==> src/rtl/sync_fifo_gen.sv <==
// Parametrised synchronous FIFO with occupancy count, threshold flags and sticky error flags.
// Define SYNC_FIFO_FWFT_EN for first-word fall-through reads; the default build has registered RdData.
module sync_fifo_gen #(
    parameter int WIDTH     = 10,
    parameter int DEPTH     = 32,
    parameter int AF_THRESH = DEPTH - 2,
    parameter int AE_THRESH = 2
) (
    input  logic                     clk,
    input  logic                     Reset,
    input  logic                     WrEnable,
    input  logic [WIDTH-1:0]         WrData,
    input  logic                     RdEnable,
    output logic [WIDTH-1:0]         RdData,
    output logic                     Full,
    output logic                     Empty,
    output logic                     AlmostFull,
    output logic                     AlmostEmpty,
    output logic [$clog2(DEPTH):0]   DataCount,
    output logic                     Overflow,
    output logic                     Underflow,
    input  logic                     ClearFlags
);

    localparam int AW = $clog2(DEPTH);
    localparam int CW = AW + 1;

    logic [WIDTH-1:0] mem [DEPTH];

    logic [AW-1:0] wr_ptr_q, wr_ptr_d;
    logic [AW-1:0] rd_ptr_q, rd_ptr_d;
    logic [CW-1:0] count_q, count_d;
    logic          full_q, empty_q, afull_q, aempty_q;
    logic          ovf_q, ovf_d, unf_q, unf_d;
    logic          wr_acc, rd_acc;

    // Acceptance is judged only on registered flags, so no input reaches a flag combinationally.
    assign wr_acc = WrEnable && !full_q;
    assign rd_acc = RdEnable && !empty_q;

    always_comb begin
        wr_ptr_d = wr_ptr_q;
        rd_ptr_d = rd_ptr_q;
        count_d  = count_q;
        if (wr_acc) wr_ptr_d = wr_ptr_q + AW'(1);
        if (rd_acc) rd_ptr_d = rd_ptr_q + AW'(1);
        case ({wr_acc, rd_acc})
            2'b10:   count_d = count_q + CW'(1);
            2'b01:   count_d = count_q - CW'(1);
            default: count_d = count_q;
        endcase
        ovf_d = ClearFlags ? 1'b0 : (ovf_q | (WrEnable & full_q));
        unf_d = ClearFlags ? 1'b0 : (unf_q | (RdEnable & empty_q));
    end

    always_ff @(posedge clk) begin
        if (!Reset) begin
            wr_ptr_q <= '0;
            rd_ptr_q <= '0;
            count_q  <= '0;
            full_q   <= 1'b0;
            empty_q  <= 1'b1;
            afull_q  <= 1'b0;
            aempty_q <= 1'b1;
            ovf_q    <= 1'b0;
            unf_q    <= 1'b0;
        end else begin
            wr_ptr_q <= wr_ptr_d;
            rd_ptr_q <= rd_ptr_d;
            count_q  <= count_d;
            full_q   <= (count_d == CW'(DEPTH));
            empty_q  <= (count_d == '0);
            afull_q  <= (count_d >= CW'(AF_THRESH));
            aempty_q <= (count_d <= CW'(AE_THRESH));
            ovf_q    <= ovf_d;
            unf_q    <= unf_d;
        end
    end

    // Storage is never reset; stale words become unreachable once the pointers clear.
    always_ff @(posedge clk) begin
        if (Reset && wr_acc) mem[wr_ptr_q] <= WrData;
    end

`ifdef SYNC_FIFO_FWFT_EN
    assign RdData = mem[rd_ptr_q];
`else
    logic [WIDTH-1:0] rd_data_q;

    always_ff @(posedge clk) begin
        if (!Reset) begin
            rd_data_q <= '0;
        end else if (rd_acc) begin
            rd_data_q <= mem[rd_ptr_q];
        end
    end

    assign RdData = rd_data_q;
`endif

    assign Full        = full_q;
    assign Empty       = empty_q;
    assign AlmostFull  = afull_q;
    assign AlmostEmpty = aempty_q;
    assign DataCount   = count_q;
    assign Overflow    = ovf_q;
    assign Underflow   = unf_q;

endmodule
==> config.mk <==
export PLATFORM = sky130hd
export DESIGN_NAME = sync_fifo_gen
export DESIGN_NICKNAME = d
export VERILOG_FILES = /design/src/rtl/sync_fifo_gen.sv
export SDC_FILE = /design/constraint.sdc
export NUM_CORES = 1
export LEC_CHECK = 0
export CAP_MARGIN = 0
export CELL_PAD_IN_SITES_DETAIL_PLACEMENT = 1
export CELL_PAD_IN_SITES_GLOBAL_PLACEMENT = 1
export CORE_ASPECT_RATIO = 0.5
export CORE_UTILIZATION = 45
export DETAILED_ROUTE_END_ITERATION = 8
export GPL_TIMING_DRIVEN = 0
export PLACE_DENSITY_LB_ADDON = 0.1
export RECOVER_POWER = 100
export SYNTH_ARGS = -nofsm -noshare
export SYNTH_HDL_FRONTEND = slang
export SYNTH_SLANG_ARGS = --single-unit
==> constraint.sdc <==
create_clock -name clk -period 3.1 [get_ports clk]
set_input_delay 0.62 -clock clk [delete_from_list [all_inputs] [get_ports clk]]
set_output_delay 0.62 -clock clk [all_outputs]
set_load 0.005 [all_outputs]
# After elaboration in Yosys (flattened, before gate mapping)
# Memories as Yosys holds them, arrays and structs flattened. A register that Yosys moved wholly into a read port is not among the register bits.
# Index checks and enable logic that the tools add are counted.
# word_totals
ff_bits	22
latch_bits	0
mem_bits_rw	320
rom_bits	0
out_inout_bits	22
word_cells	35
memories	1
# op_classes
n_addsub	4
mul	0
n_div	0
magnitude_cmp	2
eq_ne	3
n_shift	0
n_mux	3
bitwise_logic	5
reduce_logical	8
# memory_table
memory	words	width	read_ports	rd_clocked_by_memory_dff	write_ports	line_no	rtl
mem	32	10	1	1	1	28	logic [WIDTH-1:0] mem [DEPTH];
# op_table
op	count
one-hot mux 6 bit (2 select lines)	1
adder 5 x 1 -> 5 bit, second input constant	2
adder 6 x 1 -> 6 bit, second input constant	1
equality test 6 bit, second input constant	1
greater-or-equal comparator 6 x 5 -> 1 bit, second input constant	1
<= comparator 6 x 2 -> 1 bit, second input constant	1
logical NOT 6 bit	1
subtractor 6 x 1 -> 6 bit, second input constant	1
logical AND 1 bit	3
logical NOT 1 bit	3
bitwise AND 1 bit	2
equality test 2 x 1 -> 1 bit, second input constant	1
equality test 2 bit, second input constant	1
two-way mux 1 bit	2
OR 1 bit	2
OR reduction 2 bit	1
inverter 1 bit	1

# Longest topological paths before layout
# Gate-level depths: netlist of run 1.
# logic_depth
ltp_word	5
depth_mapped	14
depth_no_buf	10

# Least setup slack after synthesis of run 1
# Ideal clock, no wire load.
# synth_path
kind	input to register
start	input RdEnable
end	register aempty_q, in the netlist AlmostEmpty
arrival_time_ns	2.918
required_ns	3.014
setup_slack_ns	0.096
stages	12
path_cell_list	nand2b_1 buf_2 inv_2 buf_2 clkbuf_1 ha_1 clkbuf_1 o211ai_1 and2_4 a2111oi_2 a211oi_1 a211oi_1
# synth_between
elab_chain_len	4
elab_cells_between_ends	5
cone_classes	order compare (1); eq/ne (2); mux (1); reduce/logical (1)
# synth_rtl
element	line_no	rtl
from (decl)	13	input logic RdEnable,
logical AND 1 bit (*)	39	assign rd_acc = RdEnable && !empty_q;
equality test 2 x 1 -> 1 bit / equality test 2 bit (equally long branches)	47	case ({wr_acc, rd_acc})
one-hot mux 6 bit (2 select lines) (*)	47	
<= comparator 6 x 2 -> 1 bit (*)	74	aempty_q <= (count_d <= CW'(AE_THRESH));
to (signal assigned)	74	
to (decl)	33	logic full_q, empty_q, afull_q, aempty_q;
# Every way passes the cells marked *; elsewhere a longest branch is shown, timed or not.
# A chain may end at the register's enable or synchronous reset.

# Worst setup path after layout of run 1
# layout_path
start	input Reset
end	memory mem[31][4] (enable)
# layout_between
elab_chain_len	3
# layout_rtl
element	line_no	rtl
from (decl)	10	input logic Reset,
logical AND 1 bit	82	if (Reset && wr_acc) mem[wr_ptr_q] <= WrData;
two-way mux 1 bit	82	
two-way mux 1 bit (not written as such)	82	
to (decl)	28	
# No other way between the ends.

==> results summary, run 1 <==
The flow ran to the end, but the final reports show violations. The checks that failed: max-capacitance violations, max-slew violations, negative setup slack. The critical register-to-register path startpoint is Empty. STA classifies the critical path startpoint as an input pin. The die covers roughly 0.032 mm^2. Setup violations remaining at the end of the flow were counted as about 160. In this run, CTS created clock tree buffers numbering 31. The worst-case headroom to the max-slew limit is -14.91%.

The fraction of registers with async set or reset after synthesis came out at 0%. The peak supply drop came out at ~0.43 mV. The path class of the tightest hold or removal check is register to register. The worst-case setup slack after placement came out at -1.272 ns. The area overhead of the layout relative to synthesis is 14.11%.

For this run, the total global-route usage over all layers was measured as 21.36%. The H-tree depth reported by CTS came out at 1. The overall power after layout came out at 10.84 mW.

Entering global routing, the biggest net connects 33 pins. Setup slack on the worst reg-to-reg path comes out at approximately 0.05 ns. The standard-cell row count is 45. The number of vias per cell after detailed routing came out at between 5 and 6. The placer's final routability congestion estimate is 0.8396. The die boundary height came out at roughly 130 um.

The post-route minimum period came out at roughly 3.2 ns. The worst register-to-register path ends at Empty. The most used flip-flop cell after synthesis is sky130_fd_sc_hd__edfxtp_1. The count of nets left with antenna violations once routing finished came out at 0. The worst-skew pair later-pin latency came out at 0.58 ns. At the end of the flow, the number of nets in the layout was 800. The layout has about 2700 filler cells. The count of state elements after synthesis is between 300 and 400.

The share of final-layout standard cells stronger than drive strength 1 came out at between 20% and 30%. The core region area is between 0.03 and 0.04 mm^2. In the final layout, flip-flops and latches occupy 0.01025 mm^2.

The kind of end point of the critical path is a register. The maximum clock insertion buffer count is 3. The setup skew after layout is 0.02416 ns. The number of DRC markers in iteration 0 is ~510. The launching element of the worst setup path is Reset. When the netlist entered floorplanning its net count stood at roughly 730.

The finished layout holds around 1200 standard cells, fillers aside. The number of port buffers is 36. The worst setup path endpoint is mem[31][4].

The worst register-to-register path has a depth of 13. The number of antenna violations at the first check in global routing came to 0. After synthesis, flip-flops and latches occupy roughly three quarters of the total area. The clock sink count is between 300 and 400.

Counting tap cells, the placed design contains a total of 1165 instances. Setup repair after global routing could not meet its margin everywhere. The share of the clock period used by the worst path came out at 103.0%. In this run the worst path has a maximum fanout of 10. The critical-path cell with the highest stage delay is sky130_fd_sc_hd__nand3_1. The number of hold violations in the final report is 0. The routed via count came out at roughly 7000. The via count of the first global-routing pass came to between 7000 and 8000. Clock-pin slew was measured on the worst setup and hold paths at 0.07 ns. The residual overflow from global routing is 0. The total power per unit cell area came out at 677.9 mW/mm^2.

The CTS tree is yes. The number of max-cap violations is 3. The multi-input logic area is between 0.003 and 0.004 mm^2. The initial utilization of the core area, before any placement, comes to a little under half.

The number of primary I/O pins came out at 37. The diode insertion count for antenna repair is 0. The placed cell area is ~0.015 mm^2. Yosys mapped the design onto 47 distinct sky130hd cell types.

The mean area per synthesized cell is 19.85 um^2. Yosys printed 0 warnings. The actual slew at the worst max-slew pin came out at between 1.5 and 2 ns. The aggregate negative setup slack came out at -8.095 ns. The data arrival time of the worst path is 3.39 ns. Synthesis handed over a netlist of just over 700 instances.

In the routed design, unresolved DRC markers number 0. The final worst hold slack is about 0.47 ns. The required arrival time at the worst endpoint came out at between 3 and 4 ns.

The HPWL after detailed placement is around 22 mm. The leakage power came out at 4.827 nW. Walking the worst path, the cells encountered are clkdlybuf4s50_1 -> clkbuf_1 -> nand3_1 -> nor2_2. The setup path with the least slack is of type input pin to register. In this run the clock root is driven by a sky130_fd_sc_hd__clkbuf_16. Hold repair after CTS inserted 0 buffers. Once layout is complete, the utilization of the core stands at approximately 53%. The maximum single-stage delay on the critical path is around 0.81 ns. The setup slack after layout came out at -0.09222 ns.

The first-pass GRT wire length is 48.80 mm. From left edge to right edge, the die measures ~250 um. The highest clock rate is 313.3 MHz. The total length of routed wires came out at ~33 mm. Dividing the detail-routed wire length by the instance count gives 26.88 um. The mapped netlist covers roughly 0.014 mm^2. The first detailed-routing pass ran for 4 iterations. The count of flip-flops with a built-in enable after synthesis came out at between 300 and 400. The finished cells cover roughly 0.016 mm^2.

The number of max-slew violations in the final report came to between 90 and 100.
==> where the power goes <==
group,switching (mW),leakage [nW],internal (mW),total (mW)
sequential,0.0561,3.14,5.27,5.33
combinational,1.02,1.23,0.862,1.88
clock,1.68,0.452,1.96,3.63
total,2.75,4.83,8.09,10.8
==> metal layers <==
layer  global-route usage, %  vias up  share of wire, %
met5                       0        -                 0
met4                   3.730        0               1.4
met3                   3.407       34               4.3
met2                   34.55      147                48
met1                   31.28     3784                46
li1                        -     3030                 -
==> kinds of logic after synthesis <==
family | synth area share (%)
flops | 73.13
mux | 16.93
simple gates | 4.062
compound gates | 2.955
buf+inv | 1.616
xor+xnor | 0.6874
fa+ha+maj | 0.6249
==> area by class of cell <==
type	instances	share of cell area (%)
clock buffer	46	5.515
buffer	42	1.392
timing repair buffer	39	2.253
multi-input combinational	306	23.01
tap	423	3.309
inverter	6	0.1565
sequential	352	64.08
clock inverter	9	0.2816
==> registers in the layout (all words and copies together) (netlist names) <==
signal and cells:
Empty 1, Overflow 1, rd_ptr_q 5, RdData 10, AlmostFull 1, AlmostEmpty 1, Underflow 1, wr_ptr_q 5
Full 1, DataCount 6, mem 320
==> cell usage after synthesis (all sizes together), types with 3 or more instances <==
cell | n | area, um^2
nand4 | 4 | 25.02
mux2i | 12 | 120.1
ha | 7 | 87.58
dfxtp | 32 | 640.6
and2 | 11 | 71.32
nor2 | 40 | 150.1
a21boi | 6 | 45.04
xnor2 | 10 | 87.58
a211oi | 4 | 30.03
edfxtp | 320 | 9609
nor3 | 4 | 20.02
inv | 6 | 22.52
nand3 | 11 | 55.05
o21ai | 14 | 70.07
or3 | 3 | 18.77
buf | 25 | 140.1
nand2b | 11 | 68.82
nand3b | 4 | 30.03
nand2 | 14 | 52.55
o22ai | 3 | 18.77
clkbuf | 17 | 63.81
a21oi | 19 | 95.09
nor3b | 3 | 22.52
mux4 | 100 | 2252
o211ai | 6 | 50.05
==> placed cells by master (no fill, tap or decap), types with 3 or more instances in the layout <==
cell type	count
sky130_fd_sc_hd__buf_4	9
sky130_fd_sc_hd__nand4_1	4
sky130_fd_sc_hd__o211ai_1	5
sky130_fd_sc_hd__nand2_1	14
sky130_fd_sc_hd__clkbuf_16	31
sky130_fd_sc_hd__mux4_2	100
sky130_fd_sc_hd__or3_1	3
sky130_fd_sc_hd__o22ai_1	3
sky130_fd_sc_hd__a211oi_1	3
sky130_fd_sc_hd__nor2_4	9
sky130_fd_sc_hd__nand2b_1	11
sky130_fd_sc_hd__nand3_1	11
sky130_fd_sc_hd__buf_6	3
sky130_fd_sc_hd__buf_1	4
sky130_fd_sc_hd__clkbuf_1	33
sky130_fd_sc_hd__nor3_1	4
sky130_fd_sc_hd__nand3b_1	4
sky130_fd_sc_hd__a21boi_0	6
sky130_fd_sc_hd__nor2_1	16
sky130_fd_sc_hd__clkinv_1	6
sky130_fd_sc_hd__dlygate4sd3_1	29
sky130_fd_sc_hd__clkbuf_8	5
sky130_fd_sc_hd__edfxtp_1	320
sky130_fd_sc_hd__xnor2_1	10
sky130_fd_sc_hd__nor2_2	15
sky130_fd_sc_hd__o21ai_0	14
sky130_fd_sc_hd__mux2i_1	12
sky130_fd_sc_hd__clkdlybuf4s50_1	4
sky130_fd_sc_hd__ha_1	7
sky130_fd_sc_hd__inv_1	4
sky130_fd_sc_hd__buf_2	6
sky130_fd_sc_hd__dfxtp_1	32
sky130_fd_sc_hd__and2_1	8
sky130_fd_sc_hd__a21oi_1	18
==> how the worst min path moves through the flow <==
stage	start	cells after the start	slack, ns	endpoint
global route	Overflow	2	0.51	Overflow
CTS	Overflow	2	0.48	Overflow
finish	Overflow	2	0.47	Overflow
floorplan	Overflow	2	0.46	Overflow
detailed placement	Overflow	2	0.46	Overflow
global placement	Overflow	2	0.46	Overflow
==> critical path: cells and delay by family <==
| kind | cells | cell delay [ns] |
|---|---|---|
| buffers and inverters | 2 | 1.18 |
| and+or+nand+nor | 2 | 1.59 |
==> repair_timing <==
item / 4_1_cts / 5_1_grt
endpoints found under the hold margin: 0 / 0
pin swaps: 0 / 2
buffers inserted: 0 / 2
endpoints found under the setup margin: 268 / 253
resized for setup: 20 / 33
Power figures use the tool's default switching activity.
==> inputs of run 2 (changes only) <==
--- a/config.mk
+++ b/config.mk
@@ -8,7 +8,7 @@
 export CAP_MARGIN = 0
 export CELL_PAD_IN_SITES_DETAIL_PLACEMENT = 1
 export CELL_PAD_IN_SITES_GLOBAL_PLACEMENT = 1
-export CORE_ASPECT_RATIO = 0.5
+export CORE_ASPECT_RATIO = 0.6
 export CORE_UTILIZATION = 45
 export DETAILED_ROUTE_END_ITERATION = 8
 export GPL_TIMING_DRIVEN = 0
==> run 2 against run 1 <==
The run still ends with max-capacitance violations, max-slew violations, negative setup slack left; register-to-register slack about the same; setup slack worse by 0.046 ns; critical endpoint is now mem[17][2]; worst hold slack better by 0.030 ns; utilization up 0.79 points; clock-buffer cell count down 3; die area about the same; sequential cell count unchanged; first-iteration DRC count up 51%; sequential share of layout area down 0.59 points; clock power up 16%; largest power group unchanged.
==> results summary, run 2 (synthesized netlist as in run 1, its figures left out) <==
The run finished, with violations left. The checks that failed: max-capacitance violations, max-slew violations, negative setup slack. The share of final-layout standard cells stronger than drive strength 1 came to 26.27% (+2.0 points). The minimum setup slack among reg-to-reg paths is 0.04 ns (about the same). The number of max-cap violations came out at 6 (+3).

The initial core utilization is 46.28% (+0.26 points). Setup repair after global routing could not meet its margin everywhere. The setup skew after layout is 0.01160 ns (-0.01255 ns). The placed wire-length estimate after detailed placement came out at 22.42 mm (+3.8%).

In this run the worst setup path terminates at mem[17][2]. The setup slack after layout was -0.1380 ns (-0.04576 ns). The maximum number of pins on one net before global-route repair is 33 (unchanged). In the layout the commonest cells are 320 x sky130_fd_sc_hd__edfxtp_1, 100 x sky130_fd_sc_hd__mux4_2, 36 x sky130_fd_sc_hd__clkbuf_16.

The worst-skew pair later-pin latency is 0.53 ns (-0.05 ns). The endpoint identified for the worst register-to-register timing path is RdData[4]. The flip-flop count of the largest register after layout came out at 320 (unchanged). The number of max-slew violations in the final report came out at 198 (+100%). The clock sink count is 352 (unchanged). The placed cell area is 0.01489 mm^2 (-0.13%). The highest clock rate is 308.8 MHz (-1.4%).

The critical path is of the input pin to register type. The critical path starts at Reset. The share of the clock period used by the worst path is 104.5% (+1.5 points). The routed wirelength normalized by instance count is 27.78 um (+3.4%).

The cell chosen for the clock root is sky130_fd_sc_hd__clkbuf_16. The post-CTS clock slew at the launch and capture registers of the worst setup and hold paths came out at 0.06 ns (about the same). The worst-case headroom to the max-slew limit came to -26.16% (-11 points). The post-route minimum period came out at 3.238 ns (+0.04576 ns). The worst-path maximum fanout came out at 10 (unchanged). The number of antenna violations at the first check in global routing came out at 2 (+2). The data arrival time of the worst path came out at 3.40 ns (about the same). The worst-case setup slack after placement was -1.132 ns (+0.1407 ns). The peak supply drop is 0.3612 mV (-16%).

The maximum clock insertion buffer count is 3 (unchanged). The number of primary I/O pins came out at 37 (unchanged). The residual overflow from global routing is 0 (unchanged).

The path class of the tightest hold or removal check is register to register. The count of antenna-violating nets left after detailed routing came out at 0 (unchanged). In this run the critical register-to-register path is launched from rd_ptr_q[1]. The count of fill cells added during filler insertion came out at 2694 (-0.92%). The summed area of non-filler cells in the final layout was 0.01614 mm^2 (+0.92%). The aggregate negative setup slack is -19.23 ns (-11.14 ns).

The number of nets in the final layout is 804 (+0.50%). The kind of end point of the critical path is a register. The die area came out at 0.03188 mm^2 (about the same). The final setup violation count is 290 (+78%). The die width is 229.8 um (-8.6%).

The final routed DRC violation total came to 0 (unchanged). The number of DRC markers in iteration 0 is 773 (+51%). The standard-cell row count is 49 (+8.9%). The number of port buffers is 36 (unchanged). Leaving out fill and tap cells, the most frequent cell in the layout is sky130_fd_sc_hd__edfxtp_1. The overall fraction of global-route tracks in use is 21.76% (+0.40 points).

The leakage power came to 4.906 nW (+1.6%). The TritonCTS buffer count is 35 (+13%). The hold path depth came out at 2 (unchanged). The placer's final routability congestion estimate came to 0.8358 (-0.45%). The die boundary height came to 138.7 um (+9.4%). The number of vias per cell after detailed routing came out at 5.891 (+3.0%). The via count of the first global-routing pass is 7206 (-2.5%). The hold buffer count at cts is 0 (unchanged). The maximum single-stage delay on the critical path came out at 0.81 ns (about the same). The total length of routed wires is 33.78 mm (+2.8%). The first-pass GRT wire length is 49.63 mm (+1.7%). The iteration count of the initial detailed-routing pass is 5 (+1). On the critical path, the stage with the largest delay is an instance of sky130_fd_sc_hd__nor2_2. TritonCTS built the clock tree. The filler-free cell count of the finished design is 1216 (-0.57%).

The number of hold violations in the final report is 0 (unchanged). The routed via count was 7163 (+2.4%). The post-placement cell count came to 1150 (-1.3%). The actual slew at the worst max-slew pin came out at 1.892 ns (+0.1687 ns). The area overhead of the layout relative to synthesis is 15.17%.

The core region area came out at 0.03029 mm^2 (-0.57%). The worst setup path is launched from an input pin. The critical path goes through clkdlybuf4s50_1 -> clkbuf_1 -> nand3_1 -> nor2_2. The total power per unit cell area came out at 709.4 mW/mm^2 (+4.6%).

More flip-flops sit in one register than any other, and that register is mem. The final worst hold slack is 0.5013 ns (+0.02973 ns). The H-tree depth reported by CTS is 2 (+1).

The required arrival time at the worst endpoint came to 3.26 ns (-0.04 ns). The cell depth of the worst flop-to-flop path is 6 (-7).
==> run 2: changes by cell type in the layout (fill, tap and decap cells not counted), moves of 3 or more <==
cell / previous run / this run
sky130_fd_sc_hd__nor2_2: 15 / 30
sky130_fd_sc_hd__nor2_1: 16 / 7
sky130_fd_sc_hd__nor2_4: 9 / 3
sky130_fd_sc_hd__buf_4: 9 / 14
sky130_fd_sc_hd__clkbuf_16: 31 / 36
sky130_fd_sc_hd__clkbuf_8: 5 / 1
sky130_fd_sc_hd__bufinv_16: 0 / 3
sky130_fd_sc_hd__clkinv_4: 0 / 3
sky130_fd_sc_hd__dlygate4sd3_1: 29 / 26
==> run 2: per-layer routing <==
metal / global-route usage (%) / part of all wire [%] / vias up
met5: 0 / 0 / -
met4: 3.904 / 0.81 / 0
met3: 4.688 / 7.7 / 26
met2: 28.36 / 41 / 234
met1: 37.11 / 51 / 3852
li1: - / - / 3051
==> run 2: worst min-delay path by stage <==
stage,start,slack (ns),end
6_report,Overflow,0.50,Overflow
5_1_grt,Overflow,0.51,Overflow
4_1_cts,Underflow,0.51,Underflow
3_5_place_dp,Underflow,0.50,Underflow
3_3_place_gp,Underflow,0.45,Underflow
2_1_floorplan,Overflow,0.46,Overflow
==> run 2: metrics by stage <==
| stage | power, mW | util [%] |
|---|---|---|
| finish | 11.45 | 53.30 |
| global route | 11.83 | 53.29 |
| CTS | 11.54 | 53.18 |
| global placement | 7.277 | 49.15 |
| detailed placement | 7.338 | 49.15 |
| floorplan | 6.603 | - |
==> run 2: timing repair <==
action / in CTS / in global routing
pin swaps: 1 / 0
endpoints found under the setup margin: 313 / 324
endpoints found under the hold margin: 0 / 0
resized for setup: 28 / 24
buffers inserted: 2 / 1
==> run 2: report_power, final <==
group	total, mW	internal, mW	switching (mW)
clock network	4.21	2.42	1.79
registers	5.33	5.27	0.0601
logic	1.91	0.855	1.05
total	11.5	8.55	2.90
==> run 2: final cells by class <==
type | count | area [um^2] | area share (%)
Buffer | 42 | 215.2 | 1.333
Clock inverter | 19 | 197.7 | 1.225
Sequential cell | 352 | 10250 | 63.50
Multi-Input combinational cell | 306 | 3661 | 22.68
Clock buffer | 43 | 937.1 | 5.806
Inverter | 6 | 22.52 | 0.1395
Antenna cell | 1 | 2.502 | 0.01550
Timing Repair Buffer | 39 | 345.3 | 2.139
Tap cell | 408 | 510.5 | 3.163
==> run 2: critical path, delay by kind of cell <==
family                 cells  cell delay [ns]
buffers and inverters      2             1.19
AND/OR/NAND/NOR            2             1.57
==> RTL edit 1 (settings of run 2) <==
The option `SYNC_FIFO_FWFT_EN` is turned on by a define.
--- a/src/rtl/sync_fifo_gen.sv
+++ b/src/rtl/sync_fifo_gen.sv
@@ -1,4 +1,6 @@
 // Parametrised synchronous FIFO with occupancy count, threshold flags and sticky error flags.
 // Define SYNC_FIFO_FWFT_EN for first-word fall-through reads; the default build has registered RdData.
+`define SYNC_FIFO_FWFT_EN
+
 module sync_fifo_gen #(
     parameter int WIDTH     = 10,
Function: changed (a bounded check fails within 4 cycles, from zero or initial values and one cycle with Reset low).
==> RTL edit 1 against run 2 <==
  * The run still ends with max-capacitance violations, max-slew violations, negative setup slack left
  * Sequential share of layout area rose by 0.21 points
  * Routed wire length is 0.12% lower
  * Synthesized cell count decreased by 8.2%
  * Total power decreased by 0.75%
  * Cell area fell by 1.2%
  * Sequential cell count down 5
  * Area after synthesis shrank 2.6%
  * Sequential power about the same
  * Clock power is 12% lower
  * Setup slack worse by 270 ps
  * Critical endpoint is now RdData[4]
  * Highest routed layer unchanged
==> RTL edit 1: results (changes against run 2) <==
Status = finished with violations
Failing checks = max-capacitance violations, max-slew violations, negative setup slack
Family with the most delay on the worst path = multiplexers
Initial antenna violation count = 0 (-2)
Seq/Total Area, Yosys = 0.744 (+0.0124)
Setup Slack @ Placement = -1020 ps (+111 ps)
CP peak stage delay = 540 ps (-270 ps)
Post-cts resize count = 123 (+340%)
Final RePlAce weighted congestion = 0.800 (-4.2%)
First-pass GRT wire length = 48.7 mm (-2.0%)
Post-route setup slack = -407 ps (-269 ps)
Switching share of power = 0.259 (+0.00558)
Detailed Route Iter0 Violations = 740 (-4.3%)
Max capacitance violation total = 6 (unchanged)
Pre-Repair DR Iteration Count = 4 (-1)
Wirelength, routed = 33.7 mm (-0.12%)
Most instantiated cells after synthesis = edfxtp_1 (320), mux4_2 (95), nor2_1 (55)
Synth area leaders = edfxtp_1 (70%), mux4_2 (16%), dfxtp_1 (4.0%)
Clock skew = 12.6 ps (+1.02 ps)
Finished Layout Cells = 1165 (-4.2%)
Slowest-stage cell, CP = mux4_2
Slew @ Worst Pin = 1870 ps (-24.0 ps)
NetSw = 2.94 mW (+1.4%)
Overall routing resource usage = 0.226 (+0.00852)
Final Setup Violations = 87 (-70%)
Detailed-route vias per instance = 5.84 (-0.91%)
# diodes = 0 (-1)
Sequential power share = 0.467 (about the same)
CTS buffer count = 31 (-11%)
# Post-CTS Setup Buffers = 16 (+14)
Unique cell type count in the Yosys netlist = 48 (+2.1%)
Htree depth = 1 (-1)
Fin. max-slew vios = 198 (unchanged)
Clock Latency Late Sink = 580 ps (+50 ps)
HPWL after DPL = 20.9 mm (-7.0%)
Cells after synthesis = 648 (-8.2%)
Placed cells = 1083 (-5.8%)
RTL edit 1: cell count changes in the layout (fill, tap and decap cells not counted), sizes merged, moves of 8 or more:
cell and change:
buf +19, nand2b -10, nor2 +15, mux2 +10
mux2i -9, a21oi -13, and2 -8, o21ai -13
RTL edit 1: final timing paths:
check,from,end,slack (ps)
max,register,RdData[4],-410
min,Reset,Empty,410
max reg2reg,Full,mem[5][9],130
min reg2reg,Overflow,Overflow,470
RTL edit 1: area by class of cell:
type | count | area share
flip-flops and latches | 347 | 0.637
multi-input cells | 259 | 0.212
clock buffers | 42 | 0.0525
repair buffers | 60 | 0.0400
well taps | 400 | 0.0314
plain buffers | 35 | 0.0189
clock inverters | 16 | 0.00683
inverters | 6 | 0.00141
RTL edit 1: per-layer routing:
metal	track usage	wire, um	up-vias
li1	-	-	2865
met1	0.359	16200	3672
met2	0.319	14400	228
met3	0.0494	2540	35
met4	0.0465	518	0
met5	0	0	-
==> RTL edit 2 (flow settings as in run 2) <==
Made on the original files. Reset style: asynchronous (`Reset`), changed in 2 clocked blocks. Comments in the files are not updated.
--- a/src/rtl/sync_fifo_gen.sv
+++ b/src/rtl/sync_fifo_gen.sv
@@ -54,5 +54,5 @@
     end
 
-    always_ff @(posedge clk) begin
+    always_ff @(posedge clk or negedge Reset) begin
         if (!Reset) begin
             wr_ptr_q <= '0;
@@ -88,5 +88,5 @@
     logic [WIDTH-1:0] rd_data_q;
 
-    always_ff @(posedge clk) begin
+    always_ff @(posedge clk or negedge Reset) begin
         if (!Reset) begin
             rd_data_q <= '0;
Check against the original RTL: differs if Reset is asserted again (counterexample within 4 cycles, from zero or initial values and one cycle with Reset low); with Reset held inactive, the same outputs for 10 cycles.
==> RTL edit 2 against run 2 <==
  * The run ends with negative setup slack left
  * Synthesized cell count decreased by 7.4%
  * Die area decreased by 1.2%
  * First-iteration DRC count decreased by 18%
  * Routed wire length decreased by 4.7%
  * Cell count decreased by 4.4%
  * Sequential cell count unchanged
  * Cell area decreased by 0.88%
  * Count of clock-buffer cells in the layout increased by 3
  * Largest cell class unchanged
  * Setup slack improved by 25 ps
  * Area after synthesis decreased by 1.2%
  * Hold slack got worse by 290 ps
Power is not compared: it rests on default switching activity, and its combinational part moved more than twofold at a synthesized area within 25%.
==> RTL edit 2: results (changes against run 2) <==
Post-synthesis adder-cell area fraction = 0.00632 (+0.0000739)
CP arrival = 3360 ps (-40 ps)
Routed wire per std cell = 27.7 um (-0.39%)
# diodes = 0 (-1)
Clock skew = 24.4 ps (+12.8 ps)
Clock buf/inv share = 0.0742 (+0.00391)
Worst Reg-to-Reg Cells = 5 (-1)
Post-Synth XOR/XNOR Area = 0.00948 (+0.00261)
Reg-to-Reg End = mem[27][1]
Final Setup Violations = 140 (-52%)
Register share of the cell area = 0.651 (+0.0158)
Post-route setup slack = -113 ps (+25.3 ps)
Post-Syn Nets = 676 (-7.1%)
Inverters = 10 (+4)
Final RePlAce weighted congestion = 0.800 (-4.2%)
M2 GR Usage = 0.283 (-0.00110)
Max transition margin = 0.105 (+0.366)
Post-synth EDFFs = 320 (unchanged)
Proportion of synthesized area in mux cells = 0.171 (+0.00128)
Seq/Total Area, Yosys = 0.752 (+0.0204)
Status = finished with violations
Detailed Route Iter0 Violations = 636 (-18%)
Overall routing resource usage = 0.211 (-0.00683)
Critical Path Start = WrEnable
# clk buffers = 46 (+7.0%)
Failing checks = negative setup slack
Asr flop ratio synth = 0.0909 (+0.0909)
Multi-input gate area = 0.00332 mm2 (-9.2%)
Most instantiated cells after synthesis = edfxtp_1 (320), mux4_2 (100), nor2_1 (37)
Hold Path Class = in -> async
Post-cts resize count = 13 (-54%)
Filler Cell Count = 2630 (-2.4%)
Unique cell type count in the Yosys netlist = 43 (-8.5%)
Combinational fraction of design power = 0.309
Reg2Reg Launch Point = Full
Seq cells = 352 (unchanged)
# Post-CTS Setup Buffers = 1 (-1)
Fin nets = 750 (-6.7%)
Global Route met3 Usage = 0.0498 (+0.00288)
Compound-cell area share of the yosys netlist = 0.0146 (-0.0149)
HPWL after DPL = 21.3 mm (-5.1%)
First-pass GRT wire length = 46.5 mm (-6.3%)
Share of cells above drive strength 1 = 0.281 (+0.0181)
R2r setup slk = 100 ps (+60 ps)
Signal buffers = 72 (-11%)
CP max FO = 10 (unchanged)
Pin count of the biggest net entering global routing = 37 (+12%)
Signal buf overhead = 0.0328 (-0.00188)
Number of global-route vias before repair = 6757 (-6.2%)
Pre-Repair DR Iteration Count = 4 (-1)
Via Count = 6711 (-6.3%)
Synth warnings = 0 (unchanged)
Met1 global-route usage = 0.345 (-0.0262)
Synth area leaders = edfxtp_1 (69%), mux4_2 (16%), dfrtp_1 (5.4%)
Multi-input gate count = 257 (-16%)
## RTL edit 2: cell types whose count changed in the layout (fill, tap and decap cells not counted), moves of 11 or more
cell	change
dlygate4sd3_1	-26
dfrtp_1	+30
dfxtp_1	-32
nor2_2	-15
clkbuf_1	-16
clkdlybuf4s50_1	+26
a21oi_1	-11
## RTL edit 2: worst max-delay path, stage by stage
cell and delay, ps:
clkdlybuf4s50_1 490, nor2b_4 160, buf_6 140, clkbuf_1 350
nand3_1 580, nor2_1 1010
## RTL edit 2: worst min-delay path by stage
stage              start           to  slack (ps)  depth (start not counted)
6_report           Reset  wr_ptr_q[0]         210                          1
5_1_grt            Reset  wr_ptr_q[3]         270                          1
4_1_cts            Reset  wr_ptr_q[0]         240                          1
3_5_place_dp   RdData[7]    RdData[7]         500                          2
3_3_place_gp    Overflow     Overflow         480                          2
2_1_floorplan      Reset   AlmostFull         320                          0
## RTL edit 2: metal layers
metal,wire length (um),share of wire,vias up
li1,-,-,2852
met1,16500,0.51,3644
met2,13300,0.41,184
met3,2060,0.064,31
met4,359,0.011,0
met5,0,0,-
## RTL edit 2: through the flow
| stage | hold WS (ps) | setup TNS, ps | cells | setup WS (ps) | instance area (um2) |
|---|---|---|---|---|---|
| after floorplan | 324 | 0 | 654 | 319 | 13900 |
| after global placement | 481 | -462370 | 1098 | -1600 | 14700 |
| after detailed placement | 503 | -170460 | 1098 | -828 | 14700 |
| after CTS | 243 | -4040 | 1163 | -74.3 | 15900 |
| after global routing | 271 | -29810 | 1163 | -250 | 16000 |
| final | 207 | -8200 | 1163 | -113 | 16000 |
## RTL edit 2: kinds of logic after synthesis
| logic type | after synthesis |
|---|---|
| flops | 352 |
| mux | 111 |
| simple gates | 90 |
| buf+inv | 45 |
| compound gates | 34 |
| xor+xnor | 15 |
| fa+ha+maj | 7 |
